[config.mk]
export PLATFORM = sky130hd
export DESIGN_NAME = fnd_scan_controller
export DESIGN_NICKNAME = d
export VERILOG_FILES = /design/src/rtl/fnd_scan_controller.sv
export SDC_FILE = /design/constraint.sdc
export NUM_CORES = 1
export LEC_CHECK = 0
export ABC_CLOCK_PERIOD_IN_PS = 2900
export CORE_UTILIZATION = 40
export CTS_BUF_LIST = sky130_fd_sc_hd__clkbuf_2 sky130_fd_sc_hd__clkbuf_4 sky130_fd_sc_hd__clkbuf_8
export DETAILED_ROUTE_END_ITERATION = 16
export GPL_TIMING_DRIVEN = 1
export SYNTH_ARGS = -nofsm -noshare
export SYNTH_HDL_FRONTEND = slang
export SYNTH_SLANG_ARGS = --single-unit
[constraint.sdc]
create_clock -name i_clk -period 2.9 [get_ports i_clk]
set_clock_uncertainty 0.1 [all_clocks]
set_input_delay 0.58 -clock i_clk [delete_from_list [all_inputs] [get_ports i_clk]]
set_output_delay 0.58 -clock i_clk [all_outputs]
set_load 0.02 [all_outputs]
[src/rtl/fnd_scan_controller.sv]
// Scan controller for a common-anode 4-digit 7-segment display: clamps a 14-bit
// value to 0..9999, converts it to BCD once per frame and multiplexes the digits.
module fnd_scan_controller #(
    parameter int CLK_HZ   = 100_000_000,
    parameter int SCAN_HZ  = 1000,
    parameter bit LZ_BLANK = 1'b0
) (
    input  logic        i_clk,
    input  logic        i_reset_n,
    input  logic [13:0] i_value,
    input  logic        i_blank,
    input  logic [3:0]  i_dp_mask,
    output logic [3:0]  o_fndCom,
    output logic [7:0]  o_fndFont,
    output logic        o_convBusy
);

    localparam int DIV = CLK_HZ / SCAN_HZ;
    localparam int DW  = $clog2(DIV);
    localparam logic [DW-1:0] TERM = DW'(DIV - 1);

    // A digit slot must outlast a full 16-cycle conversion with margin.
    generate
        if (DIV < 32) begin : g_div_too_small
            $error("fnd_scan_controller: CLK_HZ/SCAN_HZ must be >= 32");
        end
    endgenerate

    typedef enum logic [1:0] {IDLE, LOAD, SHIFT, DONE} state_t;

    logic [DW-1:0] div_cnt;
    logic          tick;
    logic [1:0]    digit_idx;
    logic          frame_start;

    state_t        state;
    logic          start_pending;
    logic [13:0]   bin_sr;
    logic [15:0]   bcd_sr;
    logic [15:0]   bcd_adj;
    logic [3:0]    shift_cnt;
    logic [15:0]   disp_bcd;
    logic [13:0]   value_clamped;
    logic          unused_bcd_msb;

    logic [3:0]    cur_digit;
    logic          upper_zero;
    logic          digit_bad;
    logic [6:0]    seg_code;
    logic          dp_on;
    logic [3:0]    com_next;
    logic [7:0]    font_next;

    assign tick        = (div_cnt == TERM);
    assign frame_start = tick && (digit_idx == 2'd3);

    always_ff @(posedge i_clk or negedge i_reset_n) begin
        if (!i_reset_n) begin
            div_cnt   <= '0;
            digit_idx <= 2'd0;
        end else if (tick) begin
            div_cnt   <= '0;
            digit_idx <= digit_idx + 2'd1;
        end else begin
            div_cnt   <= div_cnt + DW'(1);
        end
    end

    assign value_clamped = (i_value > 14'd9999) ? 14'd9999 : i_value;

    always_comb begin
        bcd_adj = bcd_sr;
        for (int n = 0; n < 4; n++) begin
            if (bcd_sr[4*n +: 4] >= 4'd5) begin
                bcd_adj[4*n +: 4] = bcd_sr[4*n +: 4] + 4'd3;
            end
        end
    end

    // The clamp keeps the top BCD bit zero, so it is dropped by the shift.
    assign unused_bcd_msb = bcd_adj[15];

    always_ff @(posedge i_clk or negedge i_reset_n) begin
        if (!i_reset_n) begin
            state         <= IDLE;
            start_pending <= 1'b1;
            bin_sr        <= '0;
            bcd_sr        <= '0;
            shift_cnt     <= '0;
            disp_bcd      <= '0;
            o_convBusy    <= 1'b0;
        end else begin
            case (state)
                IDLE: begin
                    if (start_pending || frame_start) begin
                        state         <= LOAD;
                        start_pending <= 1'b0;
                        o_convBusy    <= 1'b1;
                    end
                end
                LOAD: begin
                    bin_sr    <= value_clamped;
                    bcd_sr    <= '0;
                    shift_cnt <= 4'd14;
                    state     <= SHIFT;
                end
                SHIFT: begin
                    {bcd_sr, bin_sr} <= {bcd_adj[14:0], bin_sr, 1'b0};
                    shift_cnt        <= shift_cnt - 4'd1;
                    if (shift_cnt == 4'd1) begin
                        state      <= DONE;
                        o_convBusy <= 1'b0;
                    end
                end
                DONE: begin
                    disp_bcd <= bcd_sr;
                    state    <= IDLE;
                end
                default: state <= IDLE;
            endcase
        end
    end

    always_comb begin
        cur_digit = disp_bcd[{digit_idx, 2'b00} +: 4];
        dp_on     = i_dp_mask[digit_idx];
        case (digit_idx)
            2'd3:    upper_zero = (disp_bcd[15:12] == 4'd0);
            2'd2:    upper_zero = (disp_bcd[15:8] == 8'd0);
            2'd1:    upper_zero = (disp_bcd[15:4] == 12'd0);
            default: upper_zero = 1'b0;
        endcase
        digit_bad = 1'b0;
        case (cur_digit)
            4'd0:    seg_code = 7'h40;
            4'd1:    seg_code = 7'h79;
            4'd2:    seg_code = 7'h24;
            4'd3:    seg_code = 7'h30;
            4'd4:    seg_code = 7'h19;
            4'd5:    seg_code = 7'h12;
            4'd6:    seg_code = 7'h02;
            4'd7:    seg_code = 7'h78;
            4'd8:    seg_code = 7'h00;
            4'd9:    seg_code = 7'h10;
            default: begin
                seg_code  = 7'h7F;
                digit_bad = 1'b1;
            end
        endcase
        if (digit_bad) begin
            font_next = 8'hFF;
        end else if (LZ_BLANK && upper_zero) begin
            font_next = {~dp_on, 7'h7F};
        end else begin
            font_next = {~dp_on, seg_code};
        end
        com_next = i_blank ? 4'b1111 : ~(4'b0001 << digit_idx);
    end

    always_ff @(posedge i_clk or negedge i_reset_n) begin
        if (!i_reset_n) begin
            o_fndCom  <= 4'b1111;
            o_fndFont <= 8'hFF;
        end else begin
            o_fndCom  <= com_next;
            o_fndFont <= font_next;
        end
    end

endmodule

==> impl_metrics.py <==
metrics = {
    "place": {
        "dp_hpwl_um": 5060,
        "port-buffer-count": 33,
        "dp.cells": 532,
        "place_congestion": 0.745,
        "pre_cts_ws_ns": 0.732,
    },
    "synth": {
        "synth.distinct_cells": 47,
        "ys_seq_area_share_pct": 51.8,
        "synth_area_leader_cell": "dfrtp_1",
        "synth_most_common_cell": "dfrtp_1",
        "yosys-top-cells-area": "dfrtp_1, dfstp_2, ha_1",
        "synth-seq-cells": 85,
        "syn-instance-count": 378,
        "synth_nets": 417,
        "async_flop_share_pct": 100,
        "synth_edf_count": 0,
        "synth_ff_type": "dfrtp_1",
        "synthTopCellsByCount": "dfrtp_1, inv_1, nand2_1",
        "synthesis.area_um2": 4140,
        "yosysWarningCount": 0,
        "syn_avg_cell_area_um2": 11.0,
        "synth_top_area_share_pct": 43.5,
    },
    "route": {
        "drcViolationCount": 0,
        "antenna_left": 0,
        "vias": 2850,
        "avgRoutedWirePerCell_um": 13.5,
        "drt_iter0_markers": 72,
        "via_per_inst": 5.20,
        "drt-pass1-iter-count": 6,
        "wl_um": 7430,
    },
    "critical_path": {
        "cp-end-kind": "output port",
        "crit_type": "register to output port",
        "cpMaxStageDelayCell": "clkdlybuf4s50_1",
        "cp_max_fo": 1,
        "worst_ep_required_time_ns": 2.22,
        "start_kind": "register",
        "arrival_ns": 1.46,
        "crit_chain": "clkdlybuf4s50_1",
        "path_delay_family": "buffers and inverters",
        "slowest_delay_ns": 0.59,
        "path_buf_inv": 1,
    },
    "pwr": {
        "power_frac_clock_pct": 40.4,
        "combPwrFrac_pct": 3.7,
        "cellPowerDensity_nw_per_um2": 441,
        "switching_share_pct": 21.9,
        "seqPwrFrac_pct": 55.9,
        "vdd_ir_drop_max_v": 0.000271,
        "leakage_nw": 2.06,
        "internal-power_w": 0.00166,
        "p_sw_w": 0.000466,
        "p_total_w": 0.00212,
    },
    "floorplan": {
        "io_pins": 34,
        "rows": 36,
        "die_x_um": 104,
        "dieHeight_um": 104,
        "dieArea_um2": 10800,
        "core_um2": 9910,
        "initial_core_util_pct": 41.8,
    },
    "finish": {
        "drive_gt1_share_pct": 15.7,
        "area_growth_syn_to_layout_pct": 16.3,
        "final_nets": 449,
        "postLayoutCoreUtil_pct": 48.6,
        "antennaDiodeCount": 0,
        "final_cells": 548,
    },
    "timing": {
        "tns_ns": 0,
        "max_freq_mhz": 467,
        "final_hold_viol_count": 0,
        "drv_slew": 0,
        "postLayoutSetupSlackWorst_ns": 0.758,
        "rsz0062_at_grt": "no",
        "finalSetupViolCount": 0,
        "finalCritPeriodShare_pct": 73.9,
        "max-slew-margin-rel_pct": 51.6,
        "min_period_ns": 2.14,
        "worst_pin_slew_ns": 0.727,
    },
    "outcome": {
        "status": "finished, final reports clean",
    },
    "clocking": {
        "cts_root_buffer": "clkbuf_8",
        "cts_buffers": 9,
        "cts_resized": 0,
        "cts_sinks": 85,
        "hold_buffers": 0,
        "cts_setup_buffers": 0,
        "htreeDepth": 3,
        "clkTransAtPathRegs_ns": 0.09,
        "cts_tree": "built",
        "insertion_delay_ns": 0.34,
        "clk_path_buf_depth": 2,
    },
    "grt": {
        "grt_pass1_wl_um": 13000,
        "antenna_found_initial": 0,
        "first_global_vias": 2792,
        "overflow": 0,
        "grt.total_usage_pct": 14.9,
        "grt_max_degree": 57,
    },
    "worst_hold_path": {
        "worstHoldPathType": "primary input to async pin",
    },
    "job": {
        "drv_cap": 0,
    },
}
[kinds of logic after synthesis]
| logic type | Yosys count | share of synthesized area, % |
|---|---|---|
| simple gates | 92 | 11.6 |
| flops | 85 | 51.8 |
| compound gates | 84 | 12.5 |
| buf+inv | 48 | 4.68 |
| mux | 29 | 9.34 |
| xor+xnor | 22 | 4.65 |
| fa+ha+maj | 18 | 5.44 |
[placed cells by master (no fill, tap or decap), drive strengths merged, types with 2 or more instances in the layout]
cell	count
nor3	4
nand3	11
dfrtp	72
nor2	19
xor2	8
o32ai	3
and3	2
nand2	24
buf	7
mux4	5
clkinv	4
and4	5
nand4	6
nor4bb	2
ha	18
o21ai	23
o22ai	18
nor3b	2
mux2	21
nand2b	10
dfstp	13
clkbuf	11
inv	29
a21oi	19
clkdlybuf4s50	32
a31oi	4
mux2i	3
a211oi	6
a22oi	2
xnor2	14
o22a	5
nor2b	3
[cell type report]
type / count / area [um^2]
clock buffer: 11 / 145
clock inverter: 5 / 60.1
fill: 925 / 5090
inverter: 30 / 113
multi-input combinational: 245 / 1800
sequential: 85 / 2140
tap: 133 / 166
timing repair buffer: 39 / 385
[stage by stage]
step                hold WS, ns  cell area [um^2]
floorplan                 0.184              4140
global placement          0.365              4610
detailed placement        0.383              4610
CTS                       0.164              4820
global route              0.190              4820
finish                    0.141              4820
[metal layers]
layer	routed length, um	share of wire [%]	vias up	track usage [%]
met1	3770	51	1398	20.2
met4	127	1.7	0	6.12
met2	3310	45	49	23.8
li1	-	-	1393	-
met5	0	0	-	0
met3	216	2.9	10	2.45
[path summary, 6_finish.rpt]
kind	start	end	slack, ns	depth (start not counted)
setup / recovery	o_fndFont[2]	o_fndFont[2]	0.76	1
hold / removal	i_reset_n	disp_bcd[0]	0.14	1
setup reg to reg	div_cnt[0]	state[1]	0.79	6
hold reg to reg	div_cnt[0]	div_cnt[0]	0.39	1
max in group asynchronous	i_reset_n	start_pending	1.87	2
min in group i_clk	div_cnt[0]	div_cnt[0]	0.39	1
[registers in the layout, indices dropped and copies added (netlist names)]
| name | flops |
|---|---|
| state | 2 |
| o_fndFont | 8 |
| disp_bcd | 16 |
| o_fndCom | 4 |
| bin_sr | 14 |
| digit_idx | 2 |
| shift_cnt | 4 |
| bcd_sr | 16 |
| start_pending | 1 |
| o_convBusy | 1 |
| div_cnt | 17 |
[power by group through the flow]
stage / registers (W) / logic [W] / clock network, W
after floorplan: 0.00121 / 0.0000163 / 0
after global placement: 0.00121 / 0.0000803 / 0
after detailed placement: 0.00121 / 0.0000804 / 0
after CTS: 0.00119 / 0.0000807 / 0.000887
after global routing: 0.00119 / 0.0000878 / 0.000929
final: 0.00119 / 0.0000780 / 0.000858
Power figures use the tool's default switching activity.
